### config.mk
export PLATFORM = sky130hd
export DESIGN_NAME = uart_transceiver
export DESIGN_NICKNAME = d
export VERILOG_FILES = /design/src/rtl/uart_transceiver.sv
export SDC_FILE = /design/constraint.sdc
export NUM_CORES = 1
export LEC_CHECK = 0
export ABC_CLOCK_PERIOD_IN_PS = 2140
export BUFFER_PORTS_ARGS = -buffer_cell sky130_fd_sc_hd__buf_2
export CORE_UTILIZATION = 54
export CTS_CLUSTER_DIAMETER = 50
export DETAILED_ROUTE_END_ITERATION = 7
export GPL_TIMING_DRIVEN = 0
export PLACE_DENSITY = 0.85
export SLEW_MARGIN = 20
export SYNTH_ARGS = -nofsm -noshare
export SYNTH_HDL_FRONTEND = slang
export SYNTH_SLANG_ARGS = --single-unit
### constraint.sdc
create_clock -name sys_clk -period 2.14 [get_ports sys_clk]
set_input_delay 0.107 -clock sys_clk [delete_from_list [all_inputs] [get_ports sys_clk]]
set_output_delay 0.107 -clock sys_clk [all_outputs]
set_load 0.03 [all_outputs]
### src/rtl/uart_transceiver.sv
// 8N1 UART transmitter and receiver sharing one runtime divisor, 16x oversampled.
// The RX tick runs freely; the TX tick restarts with each frame so every bit is exactly 16*divisor clocks.
module uart_transceiver (
    input  logic        sys_clk,
    input  logic        sys_rst,
    input  logic        uart_rx,
    output logic        uart_tx,
    input  logic [15:0] divisor,
    output logic [7:0]  rx_data,
    input  logic [7:0]  tx_data,
    output logic        rx_done,
    output logic        tx_done,
    input  logic        tx_wr
);
    typedef enum logic [1:0] {RX_IDLE, RX_START, RX_DATA, RX_STOP} rx_state_t;
    typedef enum logic {TX_IDLE, TX_BUSY} tx_state_t;

    logic [15:0] reload;
    assign reload = (divisor == 16'd0) ? 16'd0 : divisor - 16'd1;

    logic [15:0] rx_cnt_q, rx_cnt_d;
    logic        rx_tick;
    logic        sync1_q, sync2_q;
    rx_state_t   rx_state_q, rx_state_d;
    logic [3:0]  rx_tcnt_q, rx_tcnt_d;
    logic [2:0]  rx_bit_q, rx_bit_d;
    logic [7:0]  rx_sh_q, rx_sh_d;
    logic [7:0]  rx_data_q, rx_data_d;
    logic        rx_done_q, rx_done_d;

    tx_state_t   tx_state_q, tx_state_d;
    logic [15:0] tx_cnt_q, tx_cnt_d;
    logic        tx_tick;
    logic [3:0]  tx_tcnt_q, tx_tcnt_d;
    logic [3:0]  tx_bit_q, tx_bit_d;
    logic [8:0]  tx_sh_q, tx_sh_d;
    logic        uart_tx_q, uart_tx_d;
    logic        tx_done_q, tx_done_d;

    always_comb begin
        rx_tick  = (rx_cnt_q == 16'd0);
        rx_cnt_d = rx_tick ? reload : rx_cnt_q - 16'd1;
    end

    always_comb begin
        rx_state_d = rx_state_q;
        rx_tcnt_d  = rx_tcnt_q;
        rx_bit_d   = rx_bit_q;
        rx_sh_d    = rx_sh_q;
        rx_data_d  = rx_data_q;
        rx_done_d  = 1'b0;
        if (rx_tick) begin
            case (rx_state_q)
                RX_IDLE: begin
                    if (!sync2_q) begin
                        rx_state_d = RX_START;
                        rx_tcnt_d  = 4'd0;
                    end
                end
                RX_START: begin
                    rx_tcnt_d = rx_tcnt_q + 4'd1;
                    // Eighth tick lands mid start bit: a high line here was only a glitch.
                    if (rx_tcnt_q == 4'd7) begin
                        rx_tcnt_d  = 4'd0;
                        rx_bit_d   = 3'd0;
                        rx_state_d = sync2_q ? RX_IDLE : RX_DATA;
                    end
                end
                RX_DATA: begin
                    rx_tcnt_d = rx_tcnt_q + 4'd1;
                    if (rx_tcnt_q == 4'd15) begin
                        rx_sh_d  = {sync2_q, rx_sh_q[7:1]};
                        rx_bit_d = rx_bit_q + 3'd1;
                        if (rx_bit_q == 3'd7) rx_state_d = RX_STOP;
                    end
                end
                RX_STOP: begin
                    rx_tcnt_d = rx_tcnt_q + 4'd1;
                    if (rx_tcnt_q == 4'd15) begin
                        rx_state_d = RX_IDLE;
                        if (sync2_q) begin
                            rx_data_d = rx_sh_q;
                            rx_done_d = 1'b1;
                        end
                    end
                end
                default: rx_state_d = RX_IDLE;
            endcase
        end
    end

    always_comb begin
        tx_state_d = tx_state_q;
        tx_cnt_d   = tx_cnt_q;
        tx_tcnt_d  = tx_tcnt_q;
        tx_bit_d   = tx_bit_q;
        tx_sh_d    = tx_sh_q;
        uart_tx_d  = uart_tx_q;
        tx_done_d  = 1'b0;
        tx_tick    = (tx_cnt_q == 16'd0);
        case (tx_state_q)
            TX_IDLE: begin
                uart_tx_d = 1'b1;
                if (tx_wr) begin
                    tx_state_d = TX_BUSY;
                    tx_cnt_d   = reload;
                    tx_tcnt_d  = 4'd0;
                    tx_bit_d   = 4'd0;
                    tx_sh_d    = {1'b1, tx_data};
                    uart_tx_d  = 1'b0;
                end
            end
            TX_BUSY: begin
                tx_cnt_d = tx_tick ? reload : tx_cnt_q - 16'd1;
                if (tx_tick) begin
                    tx_tcnt_d = tx_tcnt_q + 4'd1;
                    // tx_bit_q: 0 = start, 1..8 = data, 9 = stop.
                    if (tx_tcnt_q == 4'd15) begin
                        if (tx_bit_q == 4'd9) begin
                            tx_state_d = TX_IDLE;
                            tx_done_d  = 1'b1;
                            uart_tx_d  = 1'b1;
                        end else begin
                            uart_tx_d = tx_sh_q[0];
                            tx_sh_d   = {1'b1, tx_sh_q[8:1]};
                            tx_bit_d  = tx_bit_q + 4'd1;
                        end
                    end
                end
            end
            default: tx_state_d = TX_IDLE;
        endcase
    end

    always_ff @(posedge sys_clk) begin
        if (sys_rst) begin
            rx_cnt_q   <= 16'd0;
            sync1_q    <= 1'b1;
            sync2_q    <= 1'b1;
            rx_state_q <= RX_IDLE;
            rx_tcnt_q  <= 4'd0;
            rx_bit_q   <= 3'd0;
            rx_data_q  <= 8'h00;
            rx_done_q  <= 1'b0;
            tx_state_q <= TX_IDLE;
            tx_cnt_q   <= 16'd0;
            tx_tcnt_q  <= 4'd0;
            tx_bit_q   <= 4'd0;
            uart_tx_q  <= 1'b1;
            tx_done_q  <= 1'b0;
        end else begin
            rx_cnt_q   <= rx_cnt_d;
            sync1_q    <= uart_rx;
            sync2_q    <= sync1_q;
            rx_state_q <= rx_state_d;
            rx_tcnt_q  <= rx_tcnt_d;
            rx_bit_q   <= rx_bit_d;
            rx_data_q  <= rx_data_d;
            rx_done_q  <= rx_done_d;
            tx_state_q <= tx_state_d;
            tx_cnt_q   <= tx_cnt_d;
            tx_tcnt_q  <= tx_tcnt_d;
            tx_bit_q   <= tx_bit_d;
            uart_tx_q  <= uart_tx_d;
            tx_done_q  <= tx_done_d;
        end
    end

    always_ff @(posedge sys_clk) begin
        rx_sh_q <= rx_sh_d;
        tx_sh_q <= tx_sh_d;
    end

    assign uart_tx = uart_tx_q;
    assign rx_data = rx_data_q;
    assign rx_done = rx_done_q;
    assign tx_done = tx_done_q;
endmodule

# After elaboration in Yosys (flattened, before gate mapping)
# Index checks and enable logic that the tools add are counted.
# W data, S select, Z words.
# totals
inputBits	28
ff_bits	80
wordCells	104
output_inout_bits	11
# op_classes
n_mux	42
reduce_logical	16
n_bitwise	6
n_eq_ne	17
addsub	7
# op_table
operator	n
$mux W16	4
$logic_not A16 Y1	3
$sub A16 B1 Y16 const B	3
$mux W9	4
$pmux W16 S2	1
$mux W4	7
$pmux W9 S2	1
$pmux W4 S2	2
$ne A2 B2 Y1 const B	7
$add A4 B1 Y4 const B	3
$eq A4 B4 Y1 const B	3
$mux W2	6
$pmux W4 S3	1
$reduce_and A4 Y1	3
$mux W1	10
$pmux W2 S4	1
$reduce_or A4 Y1	2
$mux W3	2
$not A1 Y1	6
$pmux W3 S2	1
$reduce_and A2 Y1	3
$reduce_and A6 Y1	1
$eq A2 B2 Y1 const B	2
$eq A4 B3 Y1 const B	1
9 further kinds	11

# Longest topological paths before layout
# depth
ltp_word	5
depth_mapped	10

# Worst setup path after synthesis
# No wires, ideal clock.
# synth_timing
path_type	flip-flop to flip-flop
start	register tx_cnt_q[0]
end	register tx_bit_q[3]
stages_incl_launch_ff	9
n_path_buf	0
t_arrival_ns	2.253
synth_period_minus_slack_ns	2.323
setup_time_ns	0.070
slack_ns	-0.183
cell_sequence	dfxtp_1 -> inv_1 -> ha_1 -> or4b_4 -> nor4_4 -> nand4_2 -> a21o_1 -> or3_1 -> a21oi_1
# synth_via
elab_chain_len	3
# synth_rtl
element	line_no	text
start: declaration	32	logic [15:0] tx_cnt_q, tx_cnt_d;
start signal: assignment	161	tx_cnt_q <= tx_cnt_d;
$logic_not A16 Y1	100	tx_tick = (tx_cnt_q == 16'd0);
$ne A2 B1 Y1 (no source line)	-	
$reduce_and A4 Y1 (no source line)	-	
end signal: assignment	163	tx_bit_q <= tx_bit_d;
end: declaration	35	logic [3:0] tx_bit_q, tx_bit_d;
# Every way passes these cells.
# A chain may end at the register's enable or synchronous reset.

# Worst setup path in the final report
# layout_timing
start	register tx_cnt_q[8]
end	register tx_bit_q[3]
# Same word-level chain as after synthesis.

==> results.toml <==
[status]
status = "finished with violations"
violations = "setup timing"

[layout]
drive_gt1_share_pct = 28.70
stdcell_count = 646
utilization_pct = 71.57
area_growth_pct = 26.52
final_cell_area_mm2 = 0.005246
nNetsFinal = 581
antenna_cells = 0

[floorplanning]
start_util_pct = 56.56
pin_count = 39
row_count = 31
die_w_um = 89.63
die-area_mm2 = 0.008033
core-area_mm2 = 0.007331
fp.dieH_um = 89.63

[yosys]
syn-cell-area_mm2 = 0.004146
yosysUniqueCellTypes = 57
synth_edf_count = 16
synth_most_common_cell = "dfxtp_1"
yosysTopAreaCell = "dfxtp_1"
synth-seq-area-share_pct = 42.00
synth_commonest_cells = "dfxtp_1 (63), nor2_1 (57), a21oi_1 (32)"
async_reset_ff_share_pct = 0
yosys-top-cells-area = "dfxtp_1 (30%), edfxtp_1 (12%), nor2_1 (5.2%), a21oi_1 (3.9%), ha_1 (3.3%)"
synth_cells = 469
ys.flop_type = "dfxtp_1"
synth_warnings = 0
syn_nets = 508
avgSynthCellArea_um2 = 8.841
synth_top_area_share_pct = 30.42
synth_seq_cells = 79

[setup_path]
path_cells = "or4_4 > buf_6 > nor4_4 > nand4_2 > a21o_1 > or3_1 > a21oi_1"
cp_max_fo = 7
cp-end-kind = "flop"
crit_path_start = "tx_cnt_q[8]"
reg2reg_from = "tx_cnt_q[8]"
cp-endpoint = "tx_bit_q[3]"
crit_slowest_cell = "or4_4"
start_kind = "flop"
worstPathBufferInverterCount = 1
worstSetupPathType = "flop to flop"
worst-path-stages = 7
cpLargestDelayFamily = "simple AND/OR/NAND/NOR gates"
cpPeakStageDelay_ns = 0.54
reg2regPathDepth = 7
rrSetupSlack_ns = -0.16
worstPathArrival_ns = 2.59
required_ns = 2.43
r2r_end = "tx_bit_q[3]"

[global_routing]
grt_pass1_vias = 3650
antenna_found_initial = 0
track_usage_pct = 28.33
grt-ovfl-total = 0
grt_max_degree = 16
grt_pass1_wl_um = 17240

[route]
drcViolationCount = 0
routed_via_density = 6.248
routedWlPerCell_um = 17.88
routed_wl_um = 11550
ant_nets = 0
initialDrtViolationCount = 387
dr.pass1.iters = 7
num_vias = 4036

[clock_network]
cts_tree = "built"
clkTransAtPathRegs_ns = 0.09
numCtsBuffers = 9
clk_latency_ns = 0.36
cts_sinks = 79
root_buffer = "clkbuf_8"
clock_path_buffers = 2
htreeDepth = 3

[min_path]
holdCritPathClass = "input port to flop"
min_path_cells = 2

[power_and_ir_drop]
p_clk_share_pct = 22.0
p_sw_share_pct = 38.62
p_per_area_mw_per_mm2 = 919.9
power.internal_mw = 2.962
power_frac_seq_pct = 39.7
ir_drop_uv = 606.4
leakagePower_nw = 2.027
p_sw_mw = 1.864
comb_power_share_pct = 38.3
finalPower_mw = 4.826

[sta]
post-route-period-util_pct = 107.4
tns_ns = -2.395
setup_viol = 28
drv_slew = 0
hold_ws_ns = 0.04576
post-route-min-period_ns = 2.299
fin_skew_ns = 0.01178
maxSlewHeadroom_pct = 44.62
rsz0062_at_grt = "yes"
hold_viol_final = 0
tightest_slew_ns = 0.8276
setup_slack_ns = -0.1590
max_freq_mhz = 435.0

[place]
place_inst = 605
hpwl_um = 7344
place_area_mm2 = 0.004527
pre_cts_ws_ns = -0.4300
gp_congestion = 0.9028
io_buffers = 37

[job]
drv_cap = 0
## kinds of logic (layout without fill, tap and decap cells)
| kind of cell | Yosys count | in the layout | share of synthesized area, % |
|---|---|---|---|
| adder cells (fa/ha/maj) | 11 | 11 | 3.319 |
| XOR/XNOR | 22 | 22 | 4.647 |
| flip-flops | 79 | 79 | 42.00 |
| multiplexers | 16 | 16 | 4.074 |
| buffers and inverters | 36 | 114 | 3.500 |
| AND/OR/NAND/NOR | 203 | 203 | 26.58 |
| AO/OA/AOI/OAI | 102 | 102 | 15.87 |
## registers in the layout, indices dropped and copies added (netlist names), 3 cells and up, named ones only
register   count
rx_sh_q        8
rx_data        8
tx_tcnt_q      4
tx_sh_q        8
tx_bit_q       4
rx_tcnt_q      4
rx_bit_q       3
rx_cnt_q      16
tx_cnt_q      16
## cell usage in the layout, fill, tap and decap left out, types with 13 or more instances in the layout
| cell | Yosys | routed |
|---|---|---|
| clkbuf_1 | 18 | 13 |
| nand3_1 | 15 | 14 |
| buf_4 | 0 | 14 |
| a21oi_1 | 32 | 26 |
| o21ai_0 | 22 | 15 |
| dfxtp_1 | 63 | 59 |
| nor3_1 | 26 | 16 |
| edfxtp_1 | 16 | 16 |
| nor2_1 | 57 | 55 |
| nand2_1 | 23 | 21 |
| buf_2 | 2 | 38 |
## metal layers
layer | vias up | GRT usage [%] | share of wire [%]
li1 | 1885 | - | -
met1 | 1932 | 35.25 | 39
met2 | 181 | 46.21 | 50
met3 | 38 | 8.135 | 7.2
met4 | 0 | 11.69 | 3.1
met5 | - | 0 | 0
## layout make-up
type	instances	area [µm²]
clock buffers	10	137.6
inverters	15	76.32
multi-input cells	354	2559
plain buffers	20	112.6
repair buffers	63	434.2
flip-flops and latches	79	1752
clock inverters	6	51.30
fillers	523	2085
well taps	99	123.9
## power by group through the flow
stage	Combinational (mW)	Clock, mW	Sequential (mW)
floorplan	1.14	0	1.88
global placement	1.40	0	1.90
detailed placement	1.45	0	1.91
CTS	1.60	1.07	1.90
global route	2.00	1.13	1.93
finish	1.85	1.06	1.92
## timing repair
item                                    in CTS  in global routing
hold endpoints to repair                     2                  0
endpoints found under the setup margin      70                 64
resized for setup                           33                 53
pin swaps                                   19                 23
setup buffers                               14                 11
hold buffers                                 2                  0
cloned                                       1                  0
## how the worst min path moves through the flow
stage / startpoint / to / slack (ns)
final: tx_data[3] / tx_sh_q[3] / 0.05
after global routing: tx_data[1] / tx_sh_q[1] / 0.03
after CTS: tx_data[3] / tx_sh_q[3] / 0.04
after detailed placement: uart_rx / sync1_q / 0.30
after global placement: uart_rx / sync1_q / 0.29
after floorplan: uart_rx / sync1_q / 0.21
(Power assumes the default switching activity.)
